===== src/rtl/ace_snoop_responder_if.sv =====
// ace_snoop_responder_if: AC/CR/CD snoop channels plus cache lookup/update ports of the snoop responder.
interface ace_snoop_responder_if #(
   parameter int AddrWidth = 64,
   parameter int DataWidth = 64,
   parameter int LineWidth = 512
);
   logic                 ac_valid_i;
   logic                 ac_ready_o;
   logic [AddrWidth-1:0] ac_addr_i;
   logic [3:0]           ac_snoop_i;
   logic [2:0]           ac_prot_i;
   logic                 cr_valid_o;
   logic                 cr_ready_i;
   logic [4:0]           cr_resp_o;
   logic                 cd_valid_o;
   logic                 cd_ready_i;
   logic [DataWidth-1:0] cd_data_o;
   logic                 cd_last_o;
   logic                 lookup_req_o;
   logic [AddrWidth-1:0] lookup_addr_o;
   logic                 lookup_gnt_i;
   logic                 lookup_hit_i;
   logic                 lookup_dirty_i;
   logic                 lookup_shared_i;
   logic [LineWidth-1:0] line_data_i;
   logic                 update_req_o;
   logic [1:0]           update_op_o;
   logic                 update_gnt_i;
   modport slave (
      input  ac_valid_i, ac_addr_i, ac_snoop_i, ac_prot_i, cr_ready_i, cd_ready_i,
             lookup_gnt_i, lookup_hit_i, lookup_dirty_i, lookup_shared_i, line_data_i, update_gnt_i,
      output ac_ready_o, cr_valid_o, cr_resp_o, cd_valid_o, cd_data_o, cd_last_o,
             lookup_req_o, lookup_addr_o, update_req_o, update_op_o
   );
   modport master (
      output ac_valid_i, ac_addr_i, ac_snoop_i, ac_prot_i, cr_ready_i, cd_ready_i,
             lookup_gnt_i, lookup_hit_i, lookup_dirty_i, lookup_shared_i, line_data_i, update_gnt_i,
      input  ac_ready_o, cr_valid_o, cr_resp_o, cd_valid_o, cd_data_o, cd_last_o,
             lookup_req_o, lookup_addr_o, update_req_o, update_op_o
   );
endinterface


===== src/rtl/ace_snoop_responder.sv =====
// ace_snoop_responder: one-at-a-time ACE snoop handler (lookup, state update, CR response, CD line beats).
// Define SNOOP_RSP_PARALLEL_CD_EN to drive CR and CD concurrently instead of CD after the CR handshake.
module ace_snoop_responder #(
   parameter int AddrWidth = 64,
   parameter int DataWidth = 64,
   parameter int LineWidth = 512
) (
   input logic clk_i,
   input logic rst_ni,
   ace_snoop_responder_if.slave bus
);
   localparam int Beats = LineWidth / DataWidth;
   localparam int BW = Beats > 1 ? $clog2(Beats) : 1;
   if (LineWidth % DataWidth != 0 || LineWidth < DataWidth) begin : g_chk
      $error("LineWidth must be a non-zero multiple of DataWidth");
   end
   typedef enum logic [2:0] {IDLE, LOOKUP, UPDATE, RESP, DATA, RESP_DATA} state_t;
   state_t               state;
   logic [AddrWidth-1:0] addr;
   logic [3:0]           snoop;
   logic [2:0]           unused_prot;
   logic [LineWidth-1:0] line;
   logic [4:0]           rsp, lk_rsp, rsp_next;
   logic [1:0]           lk_op, d_op;
   logic [BW-1:0]        beat, nbeat;
   logic rd_once, rd_sh, rd_un, cl_sh, mk_inv, d_dt, d_pd, d_is, supported, go_resp;
   always_comb begin
      rd_once = snoop == 4'b0000;
      rd_sh = snoop inside {4'b0001, 4'b0010, 4'b0011};
      rd_un = snoop inside {4'b0111, 4'b1001};
      cl_sh = snoop == 4'b1000;
      mk_inv = snoop == 4'b1101;
      d_dt = rd_once | rd_sh | rd_un | (cl_sh & bus.lookup_dirty_i);
      d_pd = (rd_sh | rd_un | cl_sh) & bus.lookup_dirty_i;
      d_is = rd_once | rd_sh | cl_sh;
      d_op = (rd_un | mk_inv) ? 2'b01 : (rd_sh | (cl_sh & bus.lookup_dirty_i)) ? 2'b10 : 2'b00;
      lk_rsp = bus.lookup_hit_i ? {!bus.lookup_shared_i, d_is, d_pd, 1'b0, d_dt} : 5'b00000;
      lk_op = bus.lookup_hit_i ? d_op : 2'b00;
      supported = bus.ac_snoop_i inside {4'b0000, 4'b0001, 4'b0010, 4'b0011, 4'b0111, 4'b1000, 4'b1001, 4'b1101};
      nbeat = beat + 1'b1;
      go_resp = (state == IDLE && bus.ac_valid_i && !supported) ||
                (state == LOOKUP && bus.lookup_gnt_i && lk_op == 2'b00) ||
                (state == UPDATE && bus.update_gnt_i);
      rsp_next = state == IDLE ? 5'b00010 : state == LOOKUP ? lk_rsp : rsp;
   end
   assign bus.lookup_addr_o = addr;
`ifdef SNOOP_RSP_PARALLEL_CD_EN
   logic [LineWidth-1:0] line_src;
   logic cr_done, cd_done, cr_fin, cd_fin;
   always_comb begin
      line_src = state == LOOKUP ? bus.line_data_i : line;
      cr_fin = cr_done | (bus.cr_valid_o & bus.cr_ready_i);
      cd_fin = cd_done | (bus.cd_valid_o & bus.cd_ready_i & bus.cd_last_o);
   end
`endif
   always_ff @(posedge clk_i or negedge rst_ni) begin
      if (!rst_ni) begin
         state <= IDLE;
         addr <= '0;
         snoop <= '0;
         unused_prot <= '0;
         line <= '0;
         rsp <= '0;
         beat <= '0;
         bus.ac_ready_o <= 1'b1;
         bus.lookup_req_o <= 1'b0;
         bus.update_req_o <= 1'b0;
         bus.update_op_o <= 2'b00;
         bus.cr_valid_o <= 1'b0;
         bus.cr_resp_o <= '0;
         bus.cd_valid_o <= 1'b0;
         bus.cd_data_o <= '0;
         bus.cd_last_o <= 1'b0;
`ifdef SNOOP_RSP_PARALLEL_CD_EN
         cr_done <= 1'b0;
         cd_done <= 1'b0;
`endif
      end else begin
         if (bus.cr_valid_o && bus.cr_ready_i) begin
            bus.cr_valid_o <= 1'b0;
            bus.cr_resp_o <= '0;
         end
         // Beats go out in line order; the counter returns to 0 with the last handshake.
         if (bus.cd_valid_o && bus.cd_ready_i) begin
            if (bus.cd_last_o) begin
               bus.cd_valid_o <= 1'b0;
               bus.cd_last_o <= 1'b0;
               bus.cd_data_o <= '0;
               beat <= '0;
            end else begin
               beat <= nbeat;
               bus.cd_data_o <= line[int'(nbeat) * DataWidth +: DataWidth];
               bus.cd_last_o <= nbeat == BW'(Beats - 1);
            end
         end
         case (state)
            IDLE: if (bus.ac_valid_i) begin
               bus.ac_ready_o <= 1'b0;
               addr <= bus.ac_addr_i;
               snoop <= bus.ac_snoop_i;
               unused_prot <= bus.ac_prot_i;
               if (supported) begin
                  state <= LOOKUP;
                  bus.lookup_req_o <= 1'b1;
               end
            end
            LOOKUP: if (bus.lookup_gnt_i) begin
               bus.lookup_req_o <= 1'b0;
               line <= bus.line_data_i;
               rsp <= lk_rsp;
               if (lk_op != 2'b00) begin
                  state <= UPDATE;
                  bus.update_req_o <= 1'b1;
                  bus.update_op_o <= lk_op;
               end
            end
            UPDATE: if (bus.update_gnt_i) begin
               bus.update_req_o <= 1'b0;
               bus.update_op_o <= 2'b00;
            end
            RESP: if (bus.cr_ready_i) begin
               if (rsp[0]) begin
                  state <= DATA;
                  bus.cd_valid_o <= 1'b1;
                  bus.cd_data_o <= line[0 +: DataWidth];
                  bus.cd_last_o <= Beats == 1;
               end else begin
                  state <= IDLE;
                  bus.ac_ready_o <= 1'b1;
               end
            end
            DATA: if (bus.cd_ready_i && bus.cd_last_o) begin
               state <= IDLE;
               bus.ac_ready_o <= 1'b1;
            end
`ifdef SNOOP_RSP_PARALLEL_CD_EN
            RESP_DATA: begin
               cr_done <= cr_fin;
               cd_done <= cd_fin;
               if (cr_fin && cd_fin) begin
                  state <= IDLE;
                  bus.ac_ready_o <= 1'b1;
                  cr_done <= 1'b0;
                  cd_done <= 1'b0;
               end
            end
`endif
            default: state <= IDLE;
         endcase
         if (go_resp) begin
            rsp <= rsp_next;
            bus.cr_valid_o <= 1'b1;
            bus.cr_resp_o <= rsp_next;
            state <= RESP;
`ifdef SNOOP_RSP_PARALLEL_CD_EN
            if (rsp_next[0]) begin
               state <= RESP_DATA;
               bus.cd_valid_o <= 1'b1;
               bus.cd_data_o <= line_src[0 +: DataWidth];
               bus.cd_last_o <= Beats == 1;
            end
`endif
         end
      end
   end
endmodule


===== src/flat_wrapper.sv =====
// flat-port wrapper written by rule: the top's interface ports become plain ports
module ace_snoop_responder_flat 
#(
   parameter int AddrWidth = 64,
   parameter int DataWidth = 64,
   parameter int LineWidth = 512
)
  (clk_i, rst_ni, bus_ac_valid_i, bus_ac_addr_i, bus_ac_snoop_i, bus_ac_prot_i, bus_cr_ready_i, bus_cd_ready_i, bus_lookup_gnt_i, bus_lookup_hit_i, bus_lookup_dirty_i, bus_lookup_shared_i, bus_line_data_i, bus_update_gnt_i, bus_ac_ready_o, bus_cr_valid_o, bus_cr_resp_o, bus_cd_valid_o, bus_cd_data_o, bus_cd_last_o, bus_lookup_req_o, bus_lookup_addr_o, bus_update_req_o, bus_update_op_o);
  ace_snoop_responder_if #(.AddrWidth(AddrWidth), .DataWidth(DataWidth), .LineWidth(LineWidth)) bus_i ();
  input logic clk_i;
  input logic rst_ni;
  input wire logic [$bits(bus_i.ac_valid_i)-1:0] bus_ac_valid_i;
  input wire logic [$bits(bus_i.ac_addr_i)-1:0] bus_ac_addr_i;
  input wire logic [$bits(bus_i.ac_snoop_i)-1:0] bus_ac_snoop_i;
  input wire logic [$bits(bus_i.ac_prot_i)-1:0] bus_ac_prot_i;
  input wire logic [$bits(bus_i.cr_ready_i)-1:0] bus_cr_ready_i;
  input wire logic [$bits(bus_i.cd_ready_i)-1:0] bus_cd_ready_i;
  input wire logic [$bits(bus_i.lookup_gnt_i)-1:0] bus_lookup_gnt_i;
  input wire logic [$bits(bus_i.lookup_hit_i)-1:0] bus_lookup_hit_i;
  input wire logic [$bits(bus_i.lookup_dirty_i)-1:0] bus_lookup_dirty_i;
  input wire logic [$bits(bus_i.lookup_shared_i)-1:0] bus_lookup_shared_i;
  input wire logic [$bits(bus_i.line_data_i)-1:0] bus_line_data_i;
  input wire logic [$bits(bus_i.update_gnt_i)-1:0] bus_update_gnt_i;
  output wire logic [$bits(bus_i.ac_ready_o)-1:0] bus_ac_ready_o;
  output wire logic [$bits(bus_i.cr_valid_o)-1:0] bus_cr_valid_o;
  output wire logic [$bits(bus_i.cr_resp_o)-1:0] bus_cr_resp_o;
  output wire logic [$bits(bus_i.cd_valid_o)-1:0] bus_cd_valid_o;
  output wire logic [$bits(bus_i.cd_data_o)-1:0] bus_cd_data_o;
  output wire logic [$bits(bus_i.cd_last_o)-1:0] bus_cd_last_o;
  output wire logic [$bits(bus_i.lookup_req_o)-1:0] bus_lookup_req_o;
  output wire logic [$bits(bus_i.lookup_addr_o)-1:0] bus_lookup_addr_o;
  output wire logic [$bits(bus_i.update_req_o)-1:0] bus_update_req_o;
  output wire logic [$bits(bus_i.update_op_o)-1:0] bus_update_op_o;
  assign bus_i.ac_valid_i = bus_ac_valid_i;
  assign bus_i.ac_addr_i = bus_ac_addr_i;
  assign bus_i.ac_snoop_i = bus_ac_snoop_i;
  assign bus_i.ac_prot_i = bus_ac_prot_i;
  assign bus_i.cr_ready_i = bus_cr_ready_i;
  assign bus_i.cd_ready_i = bus_cd_ready_i;
  assign bus_i.lookup_gnt_i = bus_lookup_gnt_i;
  assign bus_i.lookup_hit_i = bus_lookup_hit_i;
  assign bus_i.lookup_dirty_i = bus_lookup_dirty_i;
  assign bus_i.lookup_shared_i = bus_lookup_shared_i;
  assign bus_i.line_data_i = bus_line_data_i;
  assign bus_i.update_gnt_i = bus_update_gnt_i;
  assign bus_ac_ready_o = bus_i.ac_ready_o;
  assign bus_cr_valid_o = bus_i.cr_valid_o;
  assign bus_cr_resp_o = bus_i.cr_resp_o;
  assign bus_cd_valid_o = bus_i.cd_valid_o;
  assign bus_cd_data_o = bus_i.cd_data_o;
  assign bus_cd_last_o = bus_i.cd_last_o;
  assign bus_lookup_req_o = bus_i.lookup_req_o;
  assign bus_lookup_addr_o = bus_i.lookup_addr_o;
  assign bus_update_req_o = bus_i.update_req_o;
  assign bus_update_op_o = bus_i.update_op_o;
  ace_snoop_responder #(.AddrWidth(AddrWidth), .DataWidth(DataWidth), .LineWidth(LineWidth)) u_core (.clk_i(clk_i), .rst_ni(rst_ni), .bus(bus_i));
endmodule

===== config.mk =====
export PLATFORM = sky130hd
export DESIGN_NAME = ace_snoop_responder_flat
export DESIGN_NICKNAME = d
export VERILOG_FILES = /design/src/rtl/ace_snoop_responder_if.sv /design/src/rtl/ace_snoop_responder.sv /design/src/flat_wrapper.sv
export SDC_FILE = /design/constraint.sdc
export NUM_CORES = 1
export LEC_CHECK = 0
export CAP_MARGIN = 20
export CELL_PAD_IN_SITES_DETAIL_PLACEMENT = 1
export CELL_PAD_IN_SITES_GLOBAL_PLACEMENT = 1
export CORE_AREA = 4 4 286 288
export DETAILED_ROUTE_END_ITERATION = 6
export DIE_AREA = 0 0 290 292
export DONT_BUFFER_PORTS = 1
export PLACE_DENSITY = 0.73
export SLEW_MARGIN = 20
export SYNTH_ARGS = -nofsm -noshare
export SYNTH_HDL_FRONTEND = slang
export SYNTH_SLANG_ARGS = --single-unit

===== constraint.sdc =====
create_clock -name clk_i -period 7.2 [get_ports clk_i]
set_input_delay 1.8 -clock clk_i [delete_from_list [all_inputs] [get_ports clk_i]]
set_output_delay 1.8 -clock clk_i [all_outputs]
set_load 0.01 [all_outputs]

======== After elaboration in Yosys (flattened, before gate mapping) ========
Cells that the tools add are included.
Widths: inputs -> output; s select.
cells by class
  add/sub/neg operators ................... 1
  equality and inequality tests ........... 34
  shifts and indexed selects .............. 1
  muxes and demuxes ....................... 55
  bitwise logic cells ..................... 10
  reduce and logical (&&, ||, !) cells .... 33
operators with widths
  cell                count
  $shiftx 512x10->64  1
  $mux 64             5
  $mux 5              8
  $mux 3              9
  $eq 4x4->1 const B  6
  $mux 1              22
  $eq 4x2->1 const B  4
  $pmux 3 s5          1
  $reduce_bool 2->1   7
  $mux 2              6
  $ne 2x2->1 const B  6
  $ne 3x2->1 const B  4
  $eq 4x1->1 const B  2
  $eq 4x3->1 const B  2
  $logic_and 1x1->1   8
  $logic_not 4->1     2
  $or 1x1->1          8
  $reduce_and 4->1    2
  $reduce_bool 8->1   1
  $reduce_and 7->1    1
  $eq 3x2->1 const B  2
  $eq 3x3->1 const B  2
  $ne 2x1->1 const B  3
  $ne 3x1->1 const B  2
  13 further kinds    20
storage, ports and cells
  register bits after elaboration ......... 668
  input port bits ......................... 593
  output and inout bits ................... 141
  logic and storage cells ................. 149

======== Longest topological paths before layout ========
  word-level depth ........................ 12
  depth in mapped cells ................... 10

======== Worst setup path after synthesis ========
OpenSTA, ideal clock, no wires.
  kind .................................... input port to flip-flop
  start ................................... input bus_ac_snoop_i[1]
  end ..................................... register u_core.bus.cr_resp_o[3]
  setup time .............................. 0.066 ns
  arrival ................................. 2.939 ns
  required time ........................... 7.134 ns
  path slack .............................. 4.194 ns
  cell stages on the path ................. 5
  buffers on the path ..................... 0
  cells stage by stage .................... and2_1 > o31a_4 > nand2b_1 > a221oi_2 > a221o_1
between the ends
  word-level cells in the longest chain between the ends .. 7
ends and longest elaborated chain
  what                                                line                          RTL
  start, declared                                     flat_wrapper.sv:14            input wire logic [$bits(bus_i.ac_snoop_i)-1:0] bus_ac_snoop_i;
  $eq 4x1->1, or another cell as far along            ace_snoop_responder.sv:39     supported = bus.ac_snoop_i inside {4'b0000, 4'b0001, 4'b0010, 4'b0011, 4'b0111, 4'b1000, 4'b1001, 4'b1101};
  $reduce_bool 8->1 (*)                               ace_snoop_responder.sv:39
  $logic_not 1->1 (*)                                 ace_snoop_responder.sv:41     go_resp = (state == IDLE && bus.ac_valid_i && !supported) ||
  $logic_and 1x1->1 (*)                               ace_snoop_responder.sv:41
  $logic_or 1x1->1 (*)                                ace_snoop_responder.sv:41
  $logic_or 1x1->1 (*)                                ace_snoop_responder.sv:42     (state == LOOKUP && bus.lookup_gnt_i && lk_op == 2'b00) ||
  $mux 5 / $reduce_bool 2->1 (equally long branches)  --
  end signal, assigned                                ace_snoop_responder.sv:153    bus.cr_resp_o <= rsp_next;
  end, declared                                       ace_snoop_responder_if.sv:32  output ac_ready_o, cr_valid_o, cr_resp_o, cd_valid_o, cd_data_o, cd_last_o,
Mark *: on every way between the ends. The rest lies on a longest branch, timed or not.
A chain may end at the register's enable or synchronous reset.

======== Worst setup path after layout ========
  start ................................... register u_core.beat[0]
  end ..................................... register u_core.bus.cd_data_o[37]
between the ends
  word-level cells in the longest chain between the ends .. 7
ends and longest elaborated chain
  what                    line                          RTL
  start, declared         ace_snoop_responder.sv:25     logic [BW-1:0] beat, nbeat;
  start signal, assigned  ace_snoop_responder.sv:91     beat <= nbeat;
  $add 3x1->3 (*)         ace_snoop_responder.sv:40     nbeat = beat + 1'b1;
  $shiftx 512x10->64 (*)  ace_snoop_responder.sv:92     bus.cd_data_o <= line[int'(nbeat) * DataWidth +: DataWidth];
  $mux 64 (*)             ace_snoop_responder.sv:85     if (bus.cd_last_o) begin
  $mux 64 (*)             ace_snoop_responder.sv:84     if (bus.cd_valid_o && bus.cd_ready_i) begin
  $mux 64                 ace_snoop_responder.sv:122    if (rsp[0]) begin
  $mux 64                 ace_snoop_responder.sv:121    RESP: if (bus.cr_ready_i) begin
  $mux 64 (*)             ace_snoop_responder.sv:96     case (state)
  end signal, assigned    ace_snoop_responder.sv:92
  end signal, assigned    ace_snoop_responder.sv:125    bus.cd_data_o <= line[0 +: DataWidth];
  end, declared           ace_snoop_responder_if.sv:32
Marks and branches as above.

==> impl_metrics.json <==
{
  "ys_seq_elements": 668,
  "hpwlAfterDp_mm": 63.0,
  "avgViaCountPerCell": 5.25,
  "path_cells": "inv_1 -> ha_4 -> buf_12 -> mux4_2 -> a22o_1 -> a21oi_1 -> o21ai_1",
  "globalRouteOverflowTotal": 0,
  "p_leak_nw": 16.0,
  "path_clk_slew_ns": 0.06,
  "clk_latency_ns": 0.61,
  "final_common_cell": "nand2_1",
  "cp-end-kind": "flop",
  "initial_utilization_pct": 37.0,
  "relSlewSlack_pct": -9.15,
  "cp_slowest_stage_delay_ns": 0.99,
  "grt_pass1_wl_mm": 144,
  "synthCells": 2961,
  "worst_pin_slew_ns": 1.64,
  "cts_setup_buffers": 0,
  "finalCritPeriodShare_pct": 48.8,
  "status": "finished, violations left",
  "cp_max_fo": 129,
  "syn_avg_cell_area_um2": 9.86,
  "criticalPathCategory": "flop to flop",
  "die-height_um": 292,
  "drv_cap": 0,
  "num_rows": 103,
  "clock_path_buffers": 3,
  "hold_class": "flop to flop",
  "drc": 0,
  "cp_slowest_cell": "dfrtp_4",
  "dr.pass1.iters": 5,
  "routedWlPerCell_um": 23.6,
  "area_delta_synth_final_pct": 11.3,
  "mostFrequentLayoutCells": "1622 x nand2_1, 666 x dfrtp_1, 128 x mux4_2",
  "routabilityCongestion": 0.836,
  "io_pins": 734,
  "hold_ws_ns": 0.468,
  "syn_nets": 3556,
  "hold_viol_final": 0,
  "root_buffer": "clkbuf_16",
  "fin_area_um2": 32500,
  "die_area_um2": 84700,
  "ctsHtreeMaxLevel": 3,
  "place_area_um2": 29900,
  "finalPower_mw": 16.0,
  "synthesis.yosys.warnings": 0,
  "cp.required_ns": 7.66,
  "period_needed_ns": 3.51,
  "grt_max_degree": 669,
  "synth_area_um2": 29200,
  "setup_viol": 0,
  "drive_gt1_share_pct": 11.9,
  "final_max_slew_viol_count": 135,
  "nets": 3465,
  "grt_pass1_vias": 22800,
  "drt_iter0_drc": 1437,
  "cts_made_buffers": 77,
  "ys_seq_area_share_pct": 57.3,
  "cp-start-kind": "flop",
  "failed_checks": "max-slew violations",
  "antenna_found_initial": 29,
  "wl_mm": 94.5,
  "cts_resized": 0,
  "ir_drop_uv": 405,
  "portBuffers": 0,
  "ys_types": 48,
  "fmax_mhz": 285,
  "cts_tree": "done",
  "routed-via-count": 21000,
  "rsz0062_at_grt": "false",
  "skew_ns": 0.0276,
  "p_per_area_nw_per_um2": 494,
  "synthFlopType": "dfrtp_1",
  "synth_edf_count": 0,
  "async_reset_ff_share_pct": 100,
  "die_w_um": 290,
  "hold_buffers": 0,
  "arrival_ns": 3.97,
  "cts_sinks": 668,
  "final.setup.tns_ns": 0,
  "ant_nets": 0,
  "track_usage_pct": 21.8,
  "coreArea_um2": 78900
}
## critical path, delay by kind of cell, from the launching register on
kind	cells	cell delay [ns]
buffers and inverters	2	0.75
flip-flops	1	0.99
adder cells (fa/ha/maj)	1	0.34
AO/OA/AOI/OAI	3	0.45
multiplexers	1	0.50
## worst paths after layout
path	from	endpoint	slack, ns	cells after the start
setup / recovery	u_core.beat[0]	u_core.bus.cd_data_o[37]	3.69	7
hold / removal	u_core.line[123]	u_core.line[123]	0.47	2
setup reg to reg	u_core.beat[0]	u_core.bus.cd_data_o[37]	3.69	7
hold reg to reg	u_core.line[123]	u_core.line[123]	0.47	2
max in group asynchronous	rst_ni	u_core.line[55]	4.99	0
min in group asynchronous	rst_ni	u_core.bus.lookup_addr_o[31]	0.90	0
## cells in the mapped netlist, types with 5 or more instances
library cell / number / area share, %
nor2_1: 10 / 0.13
buf_6: 7 / 0.27
buf_2: 88 / 1.5
a22o_1: 68 / 2.0
dfrtp_1: 667 / 57
mux2_2: 69 / 2.7
nand2_1: 1623 / 21
buf_1: 13 / 0.17
o21ai_1: 64 / 1.1
clkbuf_1: 74 / 0.95
mux4_2: 128 / 9.9
inv_1: 5 / 0.064
a21oi_1: 70 / 1.2
buf_4: 9 / 0.23
o21ai_0: 10 / 0.17
nand3_1: 8 / 0.14
## where the power goes
part           switching (mW)  internal (mW)  total, mW  leakage [nW]
Combinational            2.74           2.40       5.14          6.32
Clock                    1.61           2.35       3.96          1.25
Sequential               1.49           5.46       6.95          8.39
## kinds of logic (layout without fill, tap and decap cells)
kind of cell	Yosys count	count (layout)	synth area share [%]
compound gates	231	231	5.13
buf+inv	196	164	3.19
other cells	0	26	0
flops	668	668	57.3
mux	201	201	12.7
fa+ha+maj	2	2	0.0857
xor+xnor	1	1	0.0300
simple gates	1662	1662	21.6
## flip-flops by register name, indices dropped and copies added, names as in the netlist, 2 cells and up
| name | count |
|---|---|
| u_core.bus.cr_resp_o | 5 |
| u_core.bus.cd_data_o | 64 |
| u_core.line | 512 |
| u_core.beat | 3 |
| u_core.bus.update_op_o | 2 |
| u_core.rsp | 5 |
| u_core.bus.lookup_addr_o | 64 |
| u_core.state | 3 |
| u_core.snoop | 4 |
## layer usage
layer	track usage [%]	vias to the layer above	routed length (µm)
met5	0	-	27
met4	9.21	4	2980
met3	6.21	153	6580
met2	35.7	582	47400
met1	27.2	10800	37500
li1	-	9471	-
## layout make-up
class	count	area [µm²]
Antenna cell	26	65.1
Clock inverter	25	293
Inverter	5	18.8
Tap cell	1050	1310
Timing Repair Buffer	21	233
Multi-Input combinational cell	2097	11600
Clock buffer	113	2240
Fill cell	8844	46400
Sequential cell	668	16700
## per-stage QoR
stage | utilization, % | std cells | setup slack (ns)
3_3_place_gp | 37.9 | 3841 | 3.14
4_1_cts | 41.1 | 3979 | 3.68
3_5_place_dp | 37.9 | 3841 | 3.08
6_report | 41.2 | 4005 | 3.69
2_1_floorplan | - | 2961 | 4.19
5_1_grt | 41.2 | 4003 | 3.49
(Power assumes the default switching activity.)
